### config.mk
export PLATFORM = sky130hd
export DESIGN_NAME = ex_result_stage_flat
export DESIGN_NICKNAME = d
export VERILOG_FILES = /design/src/rtl/rv32i_pkg.sv /design/src/rtl/ex_result_stage_if.sv /design/src/rtl/ex_result_stage_skid_buffer.sv /design/src/rtl/ex_result_stage.sv /design/src/flat_wrapper.sv
export SDC_FILE = /design/constraint.sdc
export NUM_CORES = 1
export LEC_CHECK = 0
export ABC_CLOCK_PERIOD_IN_PS = 2350
export CAP_MARGIN = 20
export CELL_PAD_IN_SITES_DETAIL_PLACEMENT = 1
export CELL_PAD_IN_SITES_GLOBAL_PLACEMENT = 1
export CORE_MARGIN = 2
export CORE_UTILIZATION = 34
export DETAILED_ROUTE_END_ITERATION = 8
export PLACE_DENSITY = 0.86
export SLEW_MARGIN = 20
export SYNTH_ARGS = -nofsm -noshare
export SYNTH_HDL_FRONTEND = slang
export SYNTH_SLANG_ARGS = --single-unit
### constraint.sdc
create_clock -name clk -period 2.35 [get_ports clk]
set_input_delay 0.235 -clock clk [delete_from_list [all_inputs] [get_ports clk]]
set_output_delay 0.235 -clock clk [all_outputs]
set_load 0.02 [all_outputs]
### src/rtl/rv32i_pkg.sv
// Shared RV32I definitions for the execute-stage back end.
// Holds the datapath width, the op_kind encoding, the branch funct3 codes,
// the pre-resolved write-back entry layout and the branch condition helper.
package rv32i_pkg;

   localparam int XLEN = 32;

   typedef enum logic [1:0] {
      OP_ALU    = 2'b00,
      OP_SLT    = 2'b01,
      OP_BRANCH = 2'b10,
      OP_JUMP   = 2'b11
   } op_kind_e;

   localparam logic [2:0] F3_BEQ  = 3'b000;
   localparam logic [2:0] F3_BNE  = 3'b001;
   localparam logic [2:0] F3_BLT  = 3'b100;
   localparam logic [2:0] F3_BGE  = 3'b101;
   localparam logic [2:0] F3_BLTU = 3'b110;
   localparam logic [2:0] F3_BGEU = 3'b111;

   // Entries are resolved before buffering, so the skid buffer never needs
   // to know which instruction produced them.
   typedef struct packed {
      logic [XLEN-1:0] result;
      logic [4:0]      rd;
      logic            regWrite;
   } wb_entry_t;

   // Branch condition from the ALU comparison flags; the two unused funct3
   // codes (010, 011) resolve to not-taken so they behave as no-ops.
   function automatic logic branchTaken(input logic [2:0] funct3,
                                        input logic eq,
                                        input logic lu,
                                        input logic ls);
      logic taken;
      taken = 1'b0;
      case (funct3)
         F3_BEQ:  taken = eq;
         F3_BNE:  taken = ~eq;
         F3_BLT:  taken = ls;
         F3_BGE:  taken = ~ls;
         F3_BLTU: taken = lu;
         F3_BGEU: taken = ~lu;
         default: taken = 1'b0;
      endcase
      return taken;
   endfunction

endpackage

### src/rtl/ex_result_stage_if.sv
// Bus bundle between the ALU/decode side, ex_result_stage, the memory stage
// and fetch. The slave modport is the stage itself; the master modport is
// whatever surrounds it (upstream driver, memory stage, fetch).
// Upstream:   in_valid/in_ready, alu_s, alu_eq/lu/ls, op_kind, funct3, pc,
//             br_target, rd, reg_write, flush
// Downstream: out_valid/out_ready, out_result, out_rd, out_reg_write
// Fetch:      redirect_valid, redirect_pc
interface ex_result_stage_if;
   import rv32i_pkg::*;

   logic            in_valid;
   logic            in_ready;
   logic [XLEN-1:0] alu_s;
   logic            alu_eq;
   logic            alu_lu;
   logic            alu_ls;
   op_kind_e        op_kind;
   logic [2:0]      funct3;
   logic [XLEN-1:0] pc;
   logic [XLEN-1:0] br_target;
   logic [4:0]      rd;
   logic            reg_write;
   logic            flush;

   logic            out_valid;
   logic            out_ready;
   logic [XLEN-1:0] out_result;
   logic [4:0]      out_rd;
   logic            out_reg_write;

   logic            redirect_valid;
   logic [XLEN-1:0] redirect_pc;

   modport master (
      output in_valid, alu_s, alu_eq, alu_lu, alu_ls, op_kind, funct3, pc,
             br_target, rd, reg_write, flush, out_ready,
      input  in_ready, out_valid, out_result, out_rd, out_reg_write,
             redirect_valid, redirect_pc
   );

   modport slave (
      input  in_valid, alu_s, alu_eq, alu_lu, alu_ls, op_kind, funct3, pc,
             br_target, rd, reg_write, flush, out_ready,
      output in_ready, out_valid, out_result, out_rd, out_reg_write,
             redirect_valid, redirect_pc
   );

endinterface

### src/rtl/ex_result_stage_skid_buffer.sv
// skid_buffer: two-entry valid/ready buffer with flush.
// The main register drives the output; the skid register catches one entry
// that arrives while main is stalled. inReady_o comes straight from the skid
// valid flop, so there is no combinational path from outReady_i to it.
// Ports: clk, rst_n (async active-low), flush_i, inValid_i/inReady_o/inData_i,
//        outValid_o/outReady_i/outData_o.
module skid_buffer #(
   parameter int WIDTH = 8
) (
   input  logic             clk,
   input  logic             rst_n,
   input  logic             flush_i,
   input  logic             inValid_i,
   output logic             inReady_o,
   input  logic [WIDTH-1:0] inData_i,
   output logic             outValid_o,
   input  logic             outReady_i,
   output logic [WIDTH-1:0] outData_o
);

   logic             mainValid_q, mainValid_d;
   logic             skidValid_q, skidValid_d;
   logic [WIDTH-1:0] mainData_q,  mainData_d;
   logic [WIDTH-1:0] skidData_q,  skidData_d;
   logic             accept;

   // An input is only taken while the skid slot is free; a flush cycle
   // discards whatever is presented.
   assign accept = inValid_i & ~skidValid_q & ~flush_i;

   // Next-state selection. Skid full implies main full, so when the skid is
   // occupied the only legal move is skid -> main on a drain, which keeps
   // entries in order.
   always_comb begin
      mainValid_d = mainValid_q;
      skidValid_d = skidValid_q;
      mainData_d  = mainData_q;
      skidData_d  = skidData_q;
      if (flush_i) begin
         mainValid_d = 1'b0;
         skidValid_d = 1'b0;
      end else if (skidValid_q) begin
         if (outReady_i) begin
            mainData_d  = skidData_q;
            skidValid_d = 1'b0;
         end
      end else if (!mainValid_q || outReady_i) begin
         mainValid_d = accept;
         if (accept) begin
            mainData_d = inData_i;
         end
      end else if (accept) begin
         skidValid_d = 1'b1;
         skidData_d  = inData_i;
      end
   end

   // State registers; reset empties both slots and zeroes the payloads.
   always_ff @(posedge clk or negedge rst_n) begin
      if (!rst_n) begin
         mainValid_q <= 1'b0;
         skidValid_q <= 1'b0;
         mainData_q  <= '0;
         skidData_q  <= '0;
      end else begin
         mainValid_q <= mainValid_d;
         skidValid_q <= skidValid_d;
         mainData_q  <= mainData_d;
         skidData_q  <= skidData_d;
      end
   end

   assign inReady_o  = ~skidValid_q;
   assign outValid_o = mainValid_q;
   assign outData_o  = mainData_q;

endmodule

### src/rtl/ex_result_stage.sv
// ex_result_stage: registered execute back end after the ALU.
// Selects the write-back value (ALU, SLT/SLTU, JUMP link, BRANCH zero),
// resolves conditional branches and jumps, buffers the resolved entry in a
// two-entry skid buffer toward the memory stage, and pulses a one-cycle PC
// redirect for every accepted taken control transfer.
// Ports: clk, rst_n (async active-low), bus (ex_result_stage_if.slave).
module ex_result_stage
   import rv32i_pkg::*;
(
   input  logic               clk,
   input  logic               rst_n,
   ex_result_stage_if.slave   bus
);

   wb_entry_t       inEntry;
   wb_entry_t       outEntry;
   logic            taken;
   logic [XLEN-1:0] target;
   logic            accept;

   logic            redirectValid_q, redirectValid_d;
   logic [XLEN-1:0] redirectPc_q,    redirectPc_d;

   // Resolve the incoming instruction into a write-back entry and decide
   // whether it transfers control. Writes to x0 and all branches are
   // dropped here so the memory stage never sees a bogus enable.
   always_comb begin
      inEntry.rd       = bus.rd;
      inEntry.regWrite = bus.reg_write && (bus.rd != 5'd0) &&
                         (bus.op_kind != OP_BRANCH);
      inEntry.result   = '0;
      taken            = 1'b0;
      target           = bus.br_target;
      case (bus.op_kind)
         OP_ALU: begin
            inEntry.result = bus.alu_s;
         end
         OP_SLT: begin
            inEntry.result = {{(XLEN-1){1'b0}},
                              bus.funct3[0] ? bus.alu_lu : bus.alu_ls};
         end
         OP_BRANCH: begin
            taken = branchTaken(bus.funct3, bus.alu_eq, bus.alu_lu, bus.alu_ls);
         end
         OP_JUMP: begin
            inEntry.result = bus.pc + XLEN'(4);
            taken          = 1'b1;
            target         = bus.alu_s & ~XLEN'(1);
         end
         default: begin
            inEntry.result = '0;
         end
      endcase
   end

   assign accept = bus.in_valid & bus.in_ready & ~bus.flush;

   // The redirect flag is simply "a taken transfer was accepted last edge",
   // so it self-clears; the target holds its last value when idle.
   always_comb begin
      redirectValid_d = accept & taken;
      redirectPc_d    = (accept & taken) ? target : redirectPc_q;
   end

   // Redirect registers, independent of downstream backpressure.
   always_ff @(posedge clk or negedge rst_n) begin
      if (!rst_n) begin
         redirectValid_q <= 1'b0;
         redirectPc_q    <= '0;
      end else begin
         redirectValid_q <= redirectValid_d;
         redirectPc_q    <= redirectPc_d;
      end
   end

   skid_buffer #(
      .WIDTH($bits(wb_entry_t))
   ) u_skid (
      .clk        (clk),
      .rst_n      (rst_n),
      .flush_i    (bus.flush),
      .inValid_i  (bus.in_valid),
      .inReady_o  (bus.in_ready),
      .inData_i   (inEntry),
      .outValid_o (bus.out_valid),
      .outReady_i (bus.out_ready),
      .outData_o  (outEntry)
   );

   assign bus.out_result     = outEntry.result;
   assign bus.out_rd         = outEntry.rd;
   assign bus.out_reg_write  = outEntry.regWrite;
   assign bus.redirect_valid = redirectValid_q;
   assign bus.redirect_pc    = redirectPc_q;

endmodule

### src/flat_wrapper.sv
// flat-port wrapper written by rule: the top's interface ports become plain ports
module ex_result_stage_flat import rv32i_pkg::*;
  (clk, rst_n, bus_in_valid, bus_alu_s, bus_alu_eq, bus_alu_lu, bus_alu_ls, bus_op_kind, bus_funct3, bus_pc, bus_br_target, bus_rd, bus_reg_write, bus_flush, bus_out_ready, bus_in_ready, bus_out_valid, bus_out_result, bus_out_rd, bus_out_reg_write, bus_redirect_valid, bus_redirect_pc);
  ex_result_stage_if bus_i ();
  input  logic clk;
  input  logic rst_n;
  input wire logic [$bits(bus_i.in_valid)-1:0] bus_in_valid;
  input wire logic [$bits(bus_i.alu_s)-1:0] bus_alu_s;
  input wire logic [$bits(bus_i.alu_eq)-1:0] bus_alu_eq;
  input wire logic [$bits(bus_i.alu_lu)-1:0] bus_alu_lu;
  input wire logic [$bits(bus_i.alu_ls)-1:0] bus_alu_ls;
  input wire logic [$bits(bus_i.op_kind)-1:0] bus_op_kind;
  input wire logic [$bits(bus_i.funct3)-1:0] bus_funct3;
  input wire logic [$bits(bus_i.pc)-1:0] bus_pc;
  input wire logic [$bits(bus_i.br_target)-1:0] bus_br_target;
  input wire logic [$bits(bus_i.rd)-1:0] bus_rd;
  input wire logic [$bits(bus_i.reg_write)-1:0] bus_reg_write;
  input wire logic [$bits(bus_i.flush)-1:0] bus_flush;
  input wire logic [$bits(bus_i.out_ready)-1:0] bus_out_ready;
  output wire logic [$bits(bus_i.in_ready)-1:0] bus_in_ready;
  output wire logic [$bits(bus_i.out_valid)-1:0] bus_out_valid;
  output wire logic [$bits(bus_i.out_result)-1:0] bus_out_result;
  output wire logic [$bits(bus_i.out_rd)-1:0] bus_out_rd;
  output wire logic [$bits(bus_i.out_reg_write)-1:0] bus_out_reg_write;
  output wire logic [$bits(bus_i.redirect_valid)-1:0] bus_redirect_valid;
  output wire logic [$bits(bus_i.redirect_pc)-1:0] bus_redirect_pc;
  assign bus_i.in_valid = bus_in_valid;
  assign bus_i.alu_s = bus_alu_s;
  assign bus_i.alu_eq = bus_alu_eq;
  assign bus_i.alu_lu = bus_alu_lu;
  assign bus_i.alu_ls = bus_alu_ls;
  assign bus_i.op_kind = bus_op_kind;
  assign bus_i.funct3 = bus_funct3;
  assign bus_i.pc = bus_pc;
  assign bus_i.br_target = bus_br_target;
  assign bus_i.rd = bus_rd;
  assign bus_i.reg_write = bus_reg_write;
  assign bus_i.flush = bus_flush;
  assign bus_i.out_ready = bus_out_ready;
  assign bus_in_ready = bus_i.in_ready;
  assign bus_out_valid = bus_i.out_valid;
  assign bus_out_result = bus_i.out_result;
  assign bus_out_rd = bus_i.out_rd;
  assign bus_out_reg_write = bus_i.out_reg_write;
  assign bus_redirect_valid = bus_i.redirect_valid;
  assign bus_redirect_pc = bus_i.redirect_pc;
  ex_result_stage u_core (.clk(clk), .rst_n(rst_n), .bus(bus_i));
endmodule
==> results.tsv, run 1 <==
metric	value	unit
wl	21.33	mm
drt_iter0_drc	464	
grt_pass1_vias	6077	
dieArea	18390	um^2
final_cell_mix	clkdlybuf4s50_1, nand2_1, dfrtp_1	
critPathRequiredTime	2640	ps
drt_pass1_iterations	4	
timing.final.crit_share	92.15	%
ys_ff_latch	111	
synth_warnings	0	
drc	0	
slew_viol_final	0	
clk_latency	360	ps
detail-route-antenna-nets	0	
clockBufferDepth	2	
wl_per_cell	19.48	um
r2r_setup_slack	490	ps
synth_fp_nets	785	
worstSetupPathType	in -> reg	
period_needed	2165	ps
port-buffer-count	187	
root_buffer	clkbuf_16	
cts_resized	0	
postCtsSetupRepairBufs	0	
ctsHtreeMaxLevel	3	
critPathLaunchType	input port	
area_growth	45.44	%
cellPowerDensity	695.7	nW/um^2
clkSinkCount	111	
rows	48	
die_h	135.6	um
ys.flop_type	dfrtp_1	
crit_end	u_core.u_skid.skidData_q[36]	
worstMarginPinSlew	499.6	ps
power	5959	uW
fin_skew	10.95	ps
hold_class	in -> async	
reg2reg_depth	6	
multi_input_area	2899	um^2
max_freq	0.4618	GHz
core_area	17120	um^2
status	finished, final reports clean	
synth_edf_count	0	
r2r-end	u_core.u_skid.outData_o[27]	
drive_gt1_share	12.64	%
maxCapViolCount	0	
hold_violations	0	
finalSetupViolCount	0	
cts_made_buffers	9	
ios	188	
crit_start	bus_pc[14]	
nets	981	
die_w	135.6	um
syn_inst	669	
syn_area	5889	um^2
grt_max_degree	45	
viasPerCell	5.415	
gr-usage-all-layers	23.46	%
arrival	2460	ps
hpwl	16.07	mm
synth.avg_cell_area	8.803	um^2
synth_cell_types	54	
relSlewSlack	66.70	%
cp_max_fo	12	
overflow	0	
globalplace.congestion	0.8662	
grt_pass1_wl	33.43	mm
nFillCells	1952	
cts_tree	yes	
n_antenna_cell	0	
tns	0	ps
ir_drop	0.5154	mV
yosysSeqAreaShare	47.16	%
regArea	2779	um^2
vias	5929	
cp-end-kind	flop	
power.leakage	0.003694	uW
rsz0062_at_grt	no	
regToRegStartpoint	u_core.u_skid.outValid_o	
antenna_found_initial	0	
start_util	34.41	%
clk_pin_slew	70	ps
layout_commonest_cell	clkdlybuf4s50_1	
async_flop_share	100.0	%
-- cell families after synthesis --
kind of cell / count (synthesis) / share of synthesized area (%)
buf+inv: 57 / 3.845
compound gates: 174 / 18.21
flops: 111 / 47.16
simple gates: 272 / 20.84
mux: 44 / 8.243
xor+xnor: 10 / 1.487
fa+ha+maj: 1 / 0.2124
-- worst min path at each step --
stage	from	end	slack, ps
CTS	rst_n	u_core.bus.redirect_pc[27]	400
floorplan	rst_n	u_core.bus.redirect_pc[0]	-60
global placement	rst_n	u_core.u_skid.outData_o[21]	240
finish	rst_n	u_core.u_skid.outData_o[21]	390
global route	rst_n	u_core.u_skid.skidData_q[28]	430
detailed placement	rst_n	u_core.u_skid.outData_o[21]	240
-- synthesized netlist by cell type, types with 10 or more instances --
| library cell | count | area share [%] |
|---|---|---|
| nand2_1 | 160 | 10 |
| nand3_1 | 10 | 0.85 |
| mux2_2 | 36 | 6.9 |
| nor2_1 | 33 | 2.1 |
| or3_1 | 10 | 1.1 |
| a21oi_1 | 44 | 3.7 |
| o21ai_0 | 65 | 5.5 |
| clkbuf_1 | 37 | 2.4 |
| dfrtp_1 | 111 | 47 |
| a31oi_1 | 15 | 1.6 |
| and3_1 | 15 | 1.6 |
| nor3_1 | 10 | 0.85 |
-- critical path, stage by stage --
cell             delay (ps)
clkdlybuf4s50_1         550
nand4_1                 160
or4_4                   660
or4b_1                  560
nand3_1                 130
mux2_2                  160
-- cell type report --
type	instances	area share [%]
clock inverter	5	0.4966
clock buffer	11	2.834
timing repair buffer	235	26.79
tap	225	3.287
multi-input combinational	501	33.84
inverter	7	0.3067
sequential	111	32.44
-- repair_timing --
| action | CTS | global route |
|---|---|---|
| hold endpoints to repair | 31 | 0 |
| endpoints found under the setup margin | 0 | 0 |
| hold buffers | 1 | 0 |
-- metrics by stage --
step / cell area [um^2] / hold WS, ps / worst slack (ps) / utilization (%) / std cells
6_report: 8566 / 387.9 / 184.5 / 50.04 / 1095
5_1_grt: 8566 / 433.2 / 110.8 / 50.04 / 1095
4_1_cts: 8566 / 400.6 / 216.0 / 50.04 / 1095
3_5_place_dp: 8270 / 238.1 / -148.5 / 48.32 / 1078
3_3_place_gp: 8270 / 235.4 / -52.97 / 48.32 / 1078
2_1_floorplan: 5889 / -60.59 / 522.1 / - / 669
-- sequential cells by signal (all words and copies together) (netlist names) --
signal and count:
u_core.bus.redirect_pc 32, u_core.bus.redirect_valid 1, u_core.u_skid.outData_o 38, u_core.u_skid.outValid_o 1, u_core.u_skid.skidData_q 38, u_core.u_skid.skidValid_q 1
-- routing by layer --
| layer | up-vias | share of wire, % | wire length, um | track usage [%] |
|---|---|---|---|---|
| li1 | 2755 | - | - | - |
| met1 | 2942 | 42 | 8994 | 30.84 |
| met2 | 195 | 48 | 10240 | 37.85 |
| met3 | 37 | 8.0 | 1705 | 6.248 |
| met4 | 0 | 1.9 | 396 | 7.234 |
| met5 | - | 0 | 0 | 0 |
-- report_power, final --
part           internal (uW)  leakage (uW)  total, uW  switching (uW)
sequential              2310       0.00138       2540             225
clock                    760      0.000136       1510             751
combinational            960       0.00217       1910             952
total                   4030       0.00369       5960            1930
Power figures use the tool's default switching activity.
==> run 2: changes to the inputs <==
CORE_MARGIN = not set   (was 2)
==> results.tsv, run 2 (synthesis gave the netlist of run 1 again) <==
metric	value	unit	change
r2r-end	u_core.u_skid.outData_o[25]		was u_core.u_skid.outData_o[27]
r2r_setup_slack	380	ps	was 490 ps
grt_pass1_wl	34.49	mm	was 33.43 mm
cts_made_buffers	9		unchanged
hold_class	in -> async		unchanged
finalSetupViolCount	0		unchanged
drive_gt1_share	13.24	%	was 12.64%
wl	21.47	mm	was 21.33 mm
slew_viol_final	0		unchanged
internal_power	4145	uW	was 4031 uW
detail-route-antenna-nets	0		unchanged
p_sw	1961	uW	was 1928 uW
grt_pass1_vias	6389		was 6,077
clk_latency	370	ps	was 360 ps
nets	987		was 981
relSlewSlack	66.67	%	was 66.70%
dieArea	17850	um^2	was 18,390 um^2
wl_met2	10.29	mm	was 10.24 mm
cts_tree	yes		unchanged
start_util	35.14	%	was 34.41%
pre_cts_ws	-54.27	ps	was -148.5 ps
p_sw_share	32.11	%	was 32.35%
gr-usage-all-layers	25.01	%	was 23.46%
hpwl	15.71	mm	was 16.07 mm
cp-end-kind	primary output		was flop
postCtsSetupRepairBufs	0		unchanged
p_comb_share	31.4	%	was 32.1%
globalplace.congestion	0.8533		was 0.8662
final_cell_mix	clkdlybuf4s50_1, nand2_1, dfrtp_1		unchanged
rows	47		was 48
root_buffer	clkbuf_16		unchanged
critPathRequiredTime	2120	ps	was 2640 ps
vias	5918		was 5,929
power.share.clock	27.0	%	was 25.4%
drt_iter0_drc	306		was 464
n_antenna_cell	0		unchanged
worstSetupPathType	reg -> out		was in -> reg
rsz0062_at_grt	no		unchanged
fin_skew	9.795	ps	was 10.95 ps
maxCapViolCount	0		unchanged
pwr-share-seq	41.6	%	was 42.6%
clockBufferDepth	2		unchanged
layout.cells.non_filler	1096		was 1,095
layout_commonest_cell	clkdlybuf4s50_1		unchanged
core_area	16760	um^2	was 17,120 um^2
dr_wl_met3	1.395	mm	was 1.705 mm
dp.cells	1079		was 1,078
cellPowerDensity	707.7	nW/um^2	was 695.7 nW/um^2
die_w	133.6	um	was 135.6 um
cts_hold_buf	1		unchanged
viasPerCell	5.400		was 5.415
fin_util	51.48	%	was 50.04%
cp_max_fo	14		was 12
die_h	133.6	um	was 135.6 um
finalWorstSetupSlack	280.1	ps	was 184.5 ps
cts_resized	0		unchanged
critPathLaunchType	flop		was input port
wl_per_cell	19.59	um	was 19.48 um
ir_drop	0.3636	mV	was 0.5154 mV
status	finished, final reports clean		unchanged
wl_met1	9.348	mm	was 8.994 mm
regToRegStartpoint	u_core.u_skid.skidValid_q		was u_core.u_skid.outValid_o
max_freq	0.4831	GHz	was 0.4618 GHz
clk_pin_slew	80	ps	was 70 ps
port-buffer-count	187		unchanged
period_needed	2070	ps	was 2165 ps
hold_violations	0		unchanged
clkSinkCount	111		unchanged
ctsHtreeMaxLevel	3		unchanged
antenna_found_initial	0		unchanged
topRoutingLayerUsed	met4		unchanged
area_growth	46.51	%	was 45.44%
drt_pass1_iterations	5		was 4
worstMarginPinSlew	499.9	ps	was 499.6 ps
grt_max_degree	70		was 45
overflow	0		unchanged
drc	0		unchanged
timing.final.crit_share	88.08	%	was 92.15%
arrival	1830	ps	was 2460 ps
power.leakage	0.003741	uW	was 0.003694 uW
reg2reg_depth	6		unchanged
ios	188		unchanged
[run 2: cell types whose count changed in the layout (fill, tap and decap cells not counted), sizes merged]
cell and delta:
buf +6, bufinv +1, clkinv -1
[run 2: worst max path at each step]
stage	from	to	slack, ps	depth (start not counted)
4_1_cts	u_core.u_skid.skidValid_q	bus_in_ready	280	3
2_1_floorplan	u_core.u_skid.outValid_o	u_core.u_skid.outData_o[6]	520	4
3_5_place_dp	bus_pc[15]	u_core.u_skid.skidData_q[36]	-50	6
3_3_place_gp	bus_pc[15]	u_core.u_skid.skidData_q[36]	-5	6
5_1_grt	u_core.u_skid.skidValid_q	bus_in_ready	210	3
6_report	u_core.u_skid.skidValid_q	bus_in_ready	280	3
[run 2: layout make-up]
class | count | area (um^2)
fillers | 1941 | 8132
multi-input cells | 501 | 2899
flip-flops and latches | 111 | 2779
repair buffers | 241 | 2340
well taps | 220 | 275.3
clock buffers | 11 | 242.7
clock inverters | 5 | 66.31
inverters | 7 | 26.28
[run 2: per-layer routing]
| layer | vias to the layer above | GRT usage (%) |
|---|---|---|
| met5 | - | 0 |
| met4 | 0 | 9.091 |
| met3 | 33 | 5.632 |
| met2 | 198 | 41.00 |
| met1 | 2912 | 32.24 |
| li1 | 2775 | - |
[run 2: metrics by stage]
step	setup TNS (ps)	hold WS [ps]	total power (uW)	area (um^2)
2_1_floorplan	0	-60.59	3394	5889
3_3_place_gp	-5.278	131.5	4418	8309
3_5_place_dp	-106.3	136.2	4485	8309
4_1_cts	0	297.5	6140	8628
5_1_grt	0	295.4	6391	8628
6_report	0	288.4	6106	8628
[run 2: worst max-delay path, cell delays in order (launching register included)]
cell,delay (ps)
dfrtp_2,520
buf_4,240
inv_1,100
clkdlybuf4s50_1,610
[run 2: power groups by stage]
stage,Sequential [uW],Clock [uW],Combinational [uW]
after global placement,2550,0,1860
after detailed placement,2570,0,1910
after global routing,2590,1740,2050
final,2540,1650,1910
after CTS,2540,1670,1930
after floorplan,2840,0,551
